### src/rtl/fuzzy_bus_master.sv
// Initiator for the 8-bit MMIO bus. It turns write/read/poll commands into timed cs/rd/wr cycles.
// Optional write read-back check is enabled by defining FUZZY_BM_WRVERIFY_EN.
module fuzzy_bus_master #(
    parameter int SETUP_CYC  = 1,
    parameter int STROBE_CYC = 1,
    parameter int HOLD_CYC   = 1,
    parameter int POLL_GAP   = 4,
    parameter int POLL_MAX   = 255
) (
    input  logic       clk,
    input  logic       rst,
    input  logic       cmd_valid,
    output logic       cmd_ready,
    input  logic [1:0] cmd_op,
    input  logic [7:0] cmd_addr,
    input  logic [7:0] cmd_data,
    input  logic [7:0] cmd_mask,
    output logic       rsp_valid,
    output logic [7:0] rsp_data,
    output logic       rsp_err,
    output logic       busy,
    output logic       cs,
    output logic       rd,
    output logic       wr,
    output logic [7:0] addr,
    output logic [7:0] wdata,
    input  logic [7:0] rdata
);

    typedef enum logic [2:0] {
        S_IDLE,
        S_SETUP,
        S_STROBE,
        S_HOLD,
        S_GAP,
        S_RESP
    } state_t;

    localparam logic [1:0] OP_WR   = 2'b00;
    localparam logic [1:0] OP_RD   = 2'b01;
    localparam logic [1:0] OP_POLL = 2'b10;

    localparam logic [7:0] SETUP_LAST  = 8'((SETUP_CYC > 0) ? SETUP_CYC - 1 : 0);
    localparam logic [7:0] STROBE_LAST = 8'((STROBE_CYC > 0) ? STROBE_CYC - 1 : 0);
    localparam logic [7:0] HOLD_LAST   = 8'((HOLD_CYC > 0) ? HOLD_CYC - 1 : 0);
    localparam logic [7:0] GAP_LAST    = 8'((POLL_GAP > 0) ? POLL_GAP - 1 : 0);
    localparam logic [7:0] POLL_LIMIT  = 8'(POLL_MAX);

    // An access with no setup phase starts directly with the strobe.
    function automatic state_t entry_state();
        return (SETUP_CYC > 0) ? S_SETUP : S_STROBE;
    endfunction

    state_t     state_q, state_d;
    logic [7:0] cnt_q, cnt_d;
    logic [7:0] attempts_q, attempts_d;
    logic [1:0] op_q, op_d;
    logic [7:0] addr_lat_q, addr_lat_d;
    logic [7:0] data_q, data_d;
    logic [7:0] mask_q, mask_d;
    logic [7:0] sample_q, sample_d;
    logic       verify_q, verify_d;

    logic       cmd_ready_q, cmd_ready_d;
    logic       busy_q, busy_d;
    logic       cs_q, cs_d;
    logic       rd_q, rd_d;
    logic       wr_q, wr_d;
    logic [7:0] addr_q, addr_d;
    logic [7:0] wdata_q, wdata_d;
    logic       rsp_valid_q, rsp_valid_d;
    logic [7:0] rsp_data_q, rsp_data_d;
    logic       rsp_err_q, rsp_err_d;

    logic       access_done;
    logic [7:0] cur_sample;
    logic       reading_d;
    logic       in_access_d;

    always_comb begin
        state_d     = state_q;
        cnt_d       = cnt_q;
        attempts_d  = attempts_q;
        op_d        = op_q;
        addr_lat_d  = addr_lat_q;
        data_d      = data_q;
        mask_d      = mask_q;
        sample_d    = sample_q;
        verify_d    = verify_q;
        rsp_data_d  = 8'h00;
        rsp_err_d   = 1'b0;
        access_done = 1'b0;
        // With no hold phase the decision is made in the last strobe cycle, before the sample is registered.
        cur_sample  = (state_q == S_STROBE) ? rdata : sample_q;

        case (state_q)
            S_IDLE: begin
                if (cmd_valid && cmd_ready_q) begin
                    op_d       = cmd_op;
                    addr_lat_d = cmd_addr;
                    data_d     = cmd_data;
                    mask_d     = cmd_mask;
                    attempts_d = 8'd0;
                    cnt_d      = 8'd0;
                    verify_d   = 1'b0;
                    if (cmd_op == 2'b11) begin
                        state_d   = S_RESP;
                        rsp_err_d = 1'b1;
                    end else begin
                        state_d = entry_state();
                    end
                end
            end
            S_SETUP: begin
                if (cnt_q == SETUP_LAST) begin
                    state_d = S_STROBE;
                    cnt_d   = 8'd0;
                end else begin
                    cnt_d = cnt_q + 8'd1;
                end
            end
            S_STROBE: begin
                if (cnt_q == STROBE_LAST) begin
                    sample_d = rdata;
                    cnt_d    = 8'd0;
                    if (HOLD_CYC > 0) begin
                        state_d = S_HOLD;
                    end else begin
                        access_done = 1'b1;
                    end
                end else begin
                    cnt_d = cnt_q + 8'd1;
                end
            end
            S_HOLD: begin
                if (cnt_q == HOLD_LAST) begin
                    access_done = 1'b1;
                end else begin
                    cnt_d = cnt_q + 8'd1;
                end
            end
            S_GAP: begin
                if (cnt_q == GAP_LAST) begin
                    state_d = entry_state();
                    cnt_d   = 8'd0;
                end else begin
                    cnt_d = cnt_q + 8'd1;
                end
            end
            S_RESP: begin
                state_d = S_IDLE;
            end
            default: begin
                state_d = S_IDLE;
            end
        endcase

        if (access_done) begin
            cnt_d = 8'd0;
            case (op_q)
                OP_WR: begin
`ifdef FUZZY_BM_WRVERIFY_EN
                    if (!verify_q) begin
                        verify_d = 1'b1;
                        state_d  = entry_state();
                    end else begin
                        state_d    = S_RESP;
                        rsp_data_d = cur_sample;
                        rsp_err_d  = (cur_sample != data_q);
                    end
`else
                    state_d = S_RESP;
`endif
                end
                OP_RD: begin
                    state_d    = S_RESP;
                    rsp_data_d = cur_sample;
                end
                OP_POLL: begin
                    attempts_d = attempts_q + 8'd1;
                    if ((cur_sample & mask_q) == (data_q & mask_q)) begin
                        state_d    = S_RESP;
                        rsp_data_d = cur_sample;
                    end else if (attempts_d == POLL_LIMIT) begin
                        state_d    = S_RESP;
                        rsp_data_d = cur_sample;
                        rsp_err_d  = 1'b1;
                    end else begin
                        state_d = S_GAP;
                    end
                end
                default: begin
                    state_d   = S_RESP;
                    rsp_err_d = 1'b1;
                end
            endcase
        end

        // Bus outputs are decoded from the next state so that every output is a flop.
`ifdef FUZZY_BM_WRVERIFY_EN
        reading_d = (op_d != OP_WR) || verify_d;
`else
        reading_d = (op_d != OP_WR);
`endif
        in_access_d = (state_d == S_SETUP) || (state_d == S_STROBE) || (state_d == S_HOLD);
        cmd_ready_d = (state_d == S_IDLE);
        busy_d      = (state_d != S_IDLE);
        cs_d        = in_access_d;
        rd_d        = (state_d == S_STROBE) && reading_d;
        wr_d        = (state_d == S_STROBE) && !reading_d;
        addr_d      = (in_access_d || state_d == S_GAP) ? addr_lat_d : 8'h00;
        wdata_d     = (in_access_d && op_d == OP_WR) ? data_d : 8'h00;
        rsp_valid_d = (state_d == S_RESP);
    end

    always_ff @(posedge clk) begin
        if (rst) begin
            state_q     <= S_IDLE;
            cnt_q       <= 8'd0;
            attempts_q  <= 8'd0;
            verify_q    <= 1'b0;
            cmd_ready_q <= 1'b0;
            busy_q      <= 1'b0;
            cs_q        <= 1'b0;
            rd_q        <= 1'b0;
            wr_q        <= 1'b0;
            addr_q      <= 8'h00;
            wdata_q     <= 8'h00;
            rsp_valid_q <= 1'b0;
            rsp_data_q  <= 8'h00;
            rsp_err_q   <= 1'b0;
        end else begin
            state_q     <= state_d;
            cnt_q       <= cnt_d;
            attempts_q  <= attempts_d;
            verify_q    <= verify_d;
            cmd_ready_q <= cmd_ready_d;
            busy_q      <= busy_d;
            cs_q        <= cs_d;
            rd_q        <= rd_d;
            wr_q        <= wr_d;
            addr_q      <= addr_d;
            wdata_q     <= wdata_d;
            rsp_valid_q <= rsp_valid_d;
            rsp_data_q  <= rsp_data_d;
            rsp_err_q   <= rsp_err_d;
        end
    end

    // Command fields and the read sample are only consumed under state control, so they are not reset.
    always_ff @(posedge clk) begin
        op_q       <= op_d;
        addr_lat_q <= addr_lat_d;
        data_q     <= data_d;
        mask_q     <= mask_d;
        sample_q   <= sample_d;
    end

    assign cmd_ready = cmd_ready_q;
    assign busy      = busy_q;
    assign cs        = cs_q;
    assign rd        = rd_q;
    assign wr        = wr_q;
    assign addr      = addr_q;
    assign wdata     = wdata_q;
    assign rsp_valid = rsp_valid_q;
    assign rsp_data  = rsp_data_q;
    assign rsp_err   = rsp_err_q;

endmodule

### config.mk
export PLATFORM = sky130hd
export DESIGN_NAME = fuzzy_bus_master
export DESIGN_NICKNAME = d
export VERILOG_FILES = /design/src/rtl/fuzzy_bus_master.sv
export SDC_FILE = /design/constraint.sdc
export NUM_CORES = 1
export LEC_CHECK = 0
export CAP_MARGIN = 0
export CORE_UTILIZATION = 58
export CTS_BUF_LIST = sky130_fd_sc_hd__clkbuf_4 sky130_fd_sc_hd__clkbuf_8
export CTS_CLUSTER_DIAMETER = 30
export DETAILED_ROUTE_END_ITERATION = 8
export PLACE_DENSITY = 0.88
export SETUP_SLACK_MARGIN = 0.3
export SYNTH_ARGS = -nofsm -noshare
export SYNTH_HDL_FRONTEND = slang
export SYNTH_SLANG_ARGS = --single-unit
### constraint.sdc
create_clock -name clk -period 6 [get_ports clk]
set_input_delay 1.2 -clock clk [delete_from_list [all_inputs] [get_ports clk]]
set_output_delay 1.2 -clock clk [all_outputs]
set_load 0.01 [all_outputs]
==> results.json, run 1 <==
{
  "place.port_buffers": 67,
  "vias": 2753,
  "drtIter0Drc": 127,
  "grt_pass1_wl_um": 11900,
  "gp_congestion": 0.887,
  "min_delay_path_depth": 2,
  "achievable-frequency_mhz": 312,
  "synth-async-reset-ratio_pct": 0,
  "viasPerCell": 5.53,
  "buffer_cell_driving_the_clock_tree_root": "clkbuf_8",
  "r2r_cells": 6,
  "setup.worst_path.class": "in -> reg",
  "post_synth_fa_ha_maj_area_fraction_pct": 2.80,
  "design.portCount": 68,
  "rsz0062_at_grt": "false",
  "synth_enable_flop_cells": 16,
  "cts_max_path_buffers": 2,
  "die_height_um": 80.5,
  "synth_top_family_by_area": "simple AND/OR/NAND/NOR gates",
  "cts_post_setup_buffers_inserted": 0,
  "seq_area_frac_synth_pct": 51.6,
  "holdCritPathClass": "reg -> reg",
  "r2r_startpoint": "state_q[1]$_SDFF_PP0_",
  "finish.instance_area_mm2": 0.00446,
  "irDropWorstVdd_v": 0.000270,
  "report.final.hold_viol_count": 0,
  "grt_pass1_vias": 2595,
  "overflow": 0,
  "clock_pin_slew_of_the_registers_on_the_worst_case_setup_and_hold_paths_ns": 0.08,
  "syn-instance-count": 354,
  "timing.clock.skew_ns": 0.00494,
  "ys_warn_count": 0,
  "avgRoutedWirePerCell_um": 15.3,
  "muxShareOfSynthArea_pct": 4.20,
  "synth-compound-area-share_pct": 10.7,
  "gr-usage-all-layers_pct": 25.0,
  "row_count": 28,
  "route.final.wire_length_um": 7610,
  "postSynth.topFlopCell": "dfxtp_1",
  "min_period_over_period_pct": 53.4,
  "cts_hold_buffers": 0,
  "grt_start_max_net_pins": 30,
  "chipWidth_um": 80.5,
  "post-route-drc-count": 0,
  "area_growth_pct": 25.0,
  "finalSetupViolations": 0,
  "powerDensity_mw_per_mm2": 402,
  "mappedNetlistArea_mm2": 0.00357,
  "finalMaxSlewViolations": 0,
  "ff2ff_setup_slack_ns": 3.01,
  "post_synth_and_or_nand_nor_area_fraction_pct": 21.3,
  "syn-mean-instance-area_um2": 10.1,
  "cellLeakagePower_nw": 1.76,
  "layout-drive-gt1-share_pct": 8.27,
  "end_of_the_worst_hold_path": "addr_lat_q[5]$_DFF_P_",
  "cts-resized-gates": 0,
  "holdCritStartpoint": "addr_lat_q[5]$_DFF_P_",
  "mappedNetlistNets": 399,
  "timing.slew.headroom_pct": 41.9,
  "netlist-cell-type-count": 52,
  "coreArea_mm2": 0.00592,
  "initial_utilization_pct": 60.3,
  "tritoncts": "yes",
  "dpl_cell_area_mm2": 0.00425,
  "max_slew.worst_pin.slew_ns": 0.870,
  "number_of_antenna_cells_inserted": 0,
  "cp.required_ns": 6.19,
  "synth-seq-cells": 84,
  "path_max_fanout": 15,
  "detail-route-antenna-nets": 0,
  "worst_skew_pair.late_latency_ns": 0.35,
  "run_status": "finished, final reports clean",
  "synth_xor_xnor_area_share_pct": 5.15,
  "fin_nets": 463,
  "setup.worst_path.start_class": "primary input",
  "finalWorstPathRequiredPeriod_ns": 3.20,
  "detailed_place_hpwl_um": 5450,
  "r2r_end": "addr[6]$_SDFF_PP0_",
  "fin_util_pct": 75.4,
  "floorplan.die_area_mm2": 0.00647,
  "clk_sink_count": 84,
  "cp.arrival_ns": 3.39,
  "initial_antenna_violation_count": 0,
  "htreeDepth": 3,
  "timing.max_cap.violations": 0,
  "critical_path.endpoint_type": "flop",
  "firstDrtPassIters": 4,
  "cts-buffers-inserted": 9,
  "setup_total_negative_slack_ns": 0
}
==> kinds of logic (layout without fill, tap and decap cells) <==
group | count (synthesis) | count (layout)
compound gates | 51 | 51
flops | 84 | 84
mux | 15 | 15
fa+ha+maj | 8 | 8
simple gates | 143 | 143
buf+inv | 32 | 101
xor+xnor | 21 | 21
==> metrics by stage <==
step	worst slack (ns)	hold slack (ns)	instances	power (W)
6_report	2.80	0.467	498	0.00179
5_1_grt	2.60	0.492	498	0.00190
4_1_cts	2.82	0.472	498	0.00180
3_5_place_dp	2.49	0.449	482	0.00138
3_3_place_gp	2.58	0.445	482	0.00136
2_1_floorplan	3.49	0.424	354	0.00119
==> worst max path at each step <==
| stage | slack [ns] | from | to | cells past startpoint |
|---|---|---|---|---|
| 3_5_place_dp | 2.49 | cmd_valid | addr[7]$_SDFF_PP0_ | 7 |
| 3_3_place_gp | 2.58 | cmd_valid | addr[7]$_SDFF_PP0_ | 7 |
| 6_report | 2.80 | cmd_valid | addr[6]$_SDFF_PP0_ | 7 |
| 4_1_cts | 2.82 | cmd_valid | addr[6]$_SDFF_PP0_ | 7 |
| 2_1_floorplan | 3.49 | cmd_valid | addr[2]$_SDFF_PP0_ | 7 |
| 5_1_grt | 2.60 | cmd_valid | addr[6]$_SDFF_PP0_ | 7 |
==> per-layer routing <==
metal / GRT usage, % / vias up / routed length [um]
met2: 40.3 / 92 / 3570
met5: 0 / - / 0
met1: 30.1 / 1288 / 3360
met3: 7.84 / 11 / 540
li1: - / 1362 / -
met4: 11.6 / 0 / 138
==> cells in the mapped netlist, drive strengths merged (4+ instances only) <==
library cell	n	area share [%]
o21ai	6	0.84
a21oi	12	1.7
nand2b	4	0.70
nand3	5	0.70
nor2	45	4.7
nand2	38	4.0
clkbuf	4	0.42
ha	8	2.8
edfxtp	16	13
a211oi	13	2.7
xnor2	7	1.7
nand3b	5	1.1
mux2i	15	4.2
and3	18	3.2
nand4	6	1.1
nor3	7	2.0
buf	11	2.1
xor2	14	3.4
dfxtp	68	38
inv	17	1.8
==> registers in the layout, indices dropped and copies added (netlist names) <==
| register | count |
|---|---|
| addr | 8 |
| addr_lat_q | 8 |
| attempts_q | 8 |
| cnt_q | 8 |
| data_q | 8 |
| mask_q | 8 |
| rsp_data | 8 |
| sample_q | 8 |
| wdata | 8 |
| state_q | 3 |
| op_q | 2 |
| busy | 1 |
| cmd_ready | 1 |
| cs | 1 |
| rd | 1 |
| rsp_err | 1 |
| rsp_valid | 1 |
| wr | 1 |
==> layout by cell type, fill, tap and decap left out, types with 2 or more instances in the layout <==
cell type,instances
dfxtp_1,68
inv_1,17
a21oi_1,12
nor2_1,45
nand4_1,6
edfxtp_1,16
nand3_1,5
nand3b_1,5
o22ai_1,3
and2_1,2
xnor2_1,7
and3_1,18
xor2_1,14
clkinv_4,2
or3_1,2
a31oi_1,2
ha_1,8
a221oi_1,2
a211oi_1,13
clkbuf_8,11
clkdlybuf4s50_1,67
nand2_1,38
mux2i_1,15
nor3_2,7
o21ai_0,5
nand2b_1,4
==> power breakdown <==
group	switching (W)	internal, W	total (W)
Clock	0.000196	0.000216	0.000412
Combinational	0.000333	0.000252	0.000585
Sequential	0.0000893	0.000707	0.000797
Total	0.000618	0.00117	0.00179
==> cell type report <==
class	count	area (um^2)
clock buffers	11	151
flip-flops and latches	84	1840
clock inverters	5	58.8
repair buffers	68	678
fillers	397	1460
multi-input cells	238	1580
inverters	17	63.8
well taps	75	93.8
==> worst max-delay path: stages <==
cell and delay (ns):
clkdlybuf4s50_1 0.45, nand2_1 0.06, or3_1 0.55, o22ai_1 0.39
nor2_1 0.10, nor2b_1 0.46, a211oi_1 0.17
No activity file was read; power rests on OpenSTA's default activity.
==> inputs of run 2 (changes only) <==
--- a/config.mk
+++ b/config.mk
@@ -6,11 +6,11 @@
 export NUM_CORES = 1
 export LEC_CHECK = 0
 export CAP_MARGIN = 0
-export CORE_UTILIZATION = 58
+export CORE_UTILIZATION = 48
 export CTS_BUF_LIST = sky130_fd_sc_hd__clkbuf_4 sky130_fd_sc_hd__clkbuf_8
 export CTS_CLUSTER_DIAMETER = 30
 export DETAILED_ROUTE_END_ITERATION = 8
-export PLACE_DENSITY = 0.88
+export PLACE_DENSITY = 0.78
 export SETUP_SLACK_MARGIN = 0.3
 export SYNTH_ARGS = -nofsm -noshare
 export SYNTH_HDL_FRONTEND = slang
==> constraint.sdc (replaced) <==
create_clock -name clk -period 2.9 [get_ports clk]
set_input_delay 0.58 -clock clk [delete_from_list [all_inputs] [get_ports clk]]
set_output_delay 0.58 -clock clk [all_outputs]
set_load 0.01 [all_outputs]
==> run 2 against run 1 <==
Critical path depth unchanged. Clock-buffer cell count decreased by 1. Die area increased by 20%. Clock power increased by 100%. Worst hold slack got worse by 0.0077 ns. Sequential power increased by 110%. First-iteration DRC count decreased by 5.5%. Largest cell class unchanged. Clock skew increased by 0.00071 ns. Register-to-register slack got worse by 2.4 ns. Final cell count increased by 6.4%. Combinational power increased by 110%. Setup slack got worse by 2.2 ns.
==> results.json, run 2 (same netlist as run 1, synthesis figures left out) <==
{
  "cp.required_ns": 3.18,
  "path_max_fanout": 14,
  "finish.instance_area_mm2": 0.00454,
  "timing.critical_path.slowest_cell_delay_ns": 0.50,
  "r2r_end": "rsp_data[5]$_SDFF_PP0_",
  "area_growth_pct": 27.2,
  "layout.cells.most_common": "dfxtp_1",
  "cts-resized-gates": 0,
  "firstDrtPassIters": 4,
  "die_height_um": 88.3,
  "post-route-drc-count": 0,
  "setup.worst_path.start_class": "flop",
  "grt_pass1_vias": 2735,
  "design.portCount": 68,
  "fin_nets": 471,
  "setup_total_negative_slack_ns": 0,
  "filler_cell_count": 615,
  "overflow": 0,
  "cts_max_path_buffers": 2,
  "finalMaxSlewViolations": 0,
  "critical_path_buf_inv_count": 1,
  "holdCritPathClass": "reg -> reg",
  "clk_sink_count": 84,
  "tritoncts": "yes",
  "gp_congestion": 0.852,
  "layout-drive-gt1-share_pct": 9.98,
  "floorplan.die_area_mm2": 0.00779,
  "row_count": 31,
  "buffer_cell_driving_the_clock_tree_root": "clkbuf_8",
  "place.port_buffers": 67,
  "cts_hold_buffers": 0,
  "coreArea_mm2": 0.00721,
  "irDropWorstVdd_v": 0.000489,
  "timing.slew.headroom_pct": 48.6,
  "grt_start_max_net_pins": 18,
  "min_delay_path_depth": 2,
  "r2r_startpoint": "state_q[1]$_SDFF_PP0_",
  "worst_skew_pair.late_latency_ns": 0.35,
  "chipWidth_um": 88.3,
  "drtIter0Drc": 120,
  "max_slew.worst_pin.slew_ns": 0.768,
  "number_of_antenna_cells_inserted": 0,
  "critical_path.endpoint_type": "flop",
  "cellLeakagePower_nw": 1.79,
  "initial_utilization_pct": 49.5,
  "holdCritStartpoint": "addr_lat_q[4]$_DFF_P_",
  "clock_pin_slew_of_the_registers_on_the_worst_case_setup_and_hold_paths_ns": 0.08,
  "worstPathCellList": "nor3b_4 -> buf_4 -> mux2i_1 -> xnor2_1 -> o2bb2ai_1 -> o32a_4 -> nor3_2",
  "timing.max_cap.violations": 0,
  "rsz0062_at_grt": "false",
  "avgRoutedWirePerCell_um": 14.3,
  "min_period_over_period_pct": 79.4,
  "crit_family": "compound AO/OA/AOI/OAI gates",
  "dpl_cell_area_mm2": 0.00434,
  "finalWorstPathRequiredPeriod_ns": 2.30,
  "route.final.wire_length_um": 7570,
  "detail-route-antenna-nets": 0,
  "cts-buffers-inserted": 9,
  "timing.clock.skew_ns": 0.00566,
  "grt_pass1_wl_um": 12500,
  "cts_post_setup_buffers_inserted": 0,
  "run_status": "finished, final reports clean",
  "achievable-frequency_mhz": 434,
  "mostFrequentLayoutCells": "68 x dfxtp_1, 67 x clkdlybuf4s50_1, 45 x nor2_1",
  "ff2ff_setup_slack_ns": 0.60,
  "htreeDepth": 3,
  "gr-usage-all-layers_pct": 21.3,
  "detailed_place_hpwl_um": 5540,
  "end_of_the_worst_hold_path": "addr_lat_q[4]$_DFF_P_",
  "setup.worst_path.class": "reg -> reg",
  "vias": 2732,
  "powerDensity_mw_per_mm2": 816,
  "critical_path.slowest_cell": "dfxtp_1",
  "initial_antenna_violation_count": 0,
  "cp.arrival_ns": 2.58,
  "viasPerCell": 5.15,
  "r2r_cells": 7,
  "report.final.hold_viol_count": 0,
  "finalSetupViolations": 0
}
==> run 2: cell count changes in the layout (fill, tap and decap cells not counted) <==
cell / previous run / this run
clkinv_2: 1 / 2
buf_4: 1 / 9
clkinvlp_4: 0 / 1
clkbuf_8: 11 / 10
clkinv_4: 2 / 1
==> run 2: layer usage <==
| layer | vias up | part of all wire [%] | global-route usage, % |
|---|---|---|---|
| li1 | 1369 | - | - |
| met1 | 1273 | 43 | 23.7 |
| met2 | 80 | 49 | 37.7 |
| met3 | 10 | 6.4 | 6.44 |
| met4 | 0 | 1.8 | 9.09 |
| met5 | - | 0 | 0 |
==> run 2: power breakdown <==
| part | switching [W] | internal (W) |
|---|---|---|
| Combinational | 0.000684 | 0.000549 |
| Clock | 0.000408 | 0.000420 |
| Sequential | 0.000183 | 0.00146 |
==> run 2: per-stage QoR <==
stage / hold slack (ns) / utilization (%) / setup slack (ns) / total power, W / instances
after global routing: 0.501 / 63.0 / 0.383 / 0.00396 / 530
after CTS: 0.461 / 63.0 / 0.581 / 0.00374 / 530
after detailed placement: 0.440 / 60.2 / 0.366 / 0.00291 / 514
after global placement: 0.434 / 60.2 / 0.370 / 0.00287 / 514
final: 0.459 / 63.0 / 0.598 / 0.00371 / 530
after floorplan: 0.424 / - / 0.882 / 0.00246 / 354
==> run 2: worst reg2reg max path: cells and delay by family, from the launching register on <==
kind	cells	cell delay, ns
muxes	1	0.33
DFF	1	0.50
buffers and inverters	1	0.24
AOI/OAI and AO/OA	2	0.65
and+or+nand+nor	2	0.42
xor gates and xnor gates	1	0.10
==> run 2: area by class of cell <==
cell class,count,area (um^2),share of cell area (%)
timing repair buffer,76,738,16.2
clock buffer,10,138,3.03
inverter,17,63.8,1.40
tap,99,124,2.73
multi-input combinational,238,1580,34.7
sequential,84,1840,40.5
clock inverter,6,62.6,1.38
==> run 2: worst max path at each step <==
stage / from / to / slack [ns] / depth (start not counted)
detailed placement: cmd_valid / wdata[3]$_SDFF_PP0_ / 0.37 / 6
floorplan: state_q[0]$_SDFF_PP0_ / addr[2]$_SDFF_PP0_ / 0.88 / 8
finish: state_q[1]$_SDFF_PP0_ / rsp_data[5]$_SDFF_PP0_ / 0.60 / 7
CTS: state_q[1]$_SDFF_PP0_ / wr$_SDFF_PP0_ / 0.58 / 8
global placement: cmd_valid / addr[6]$_SDFF_PP0_ / 0.37 / 8
global route: cnt_q[5]$_SDFFE_PP0P_ / wdata[4]$_SDFF_PP0_ / 0.38 / 6
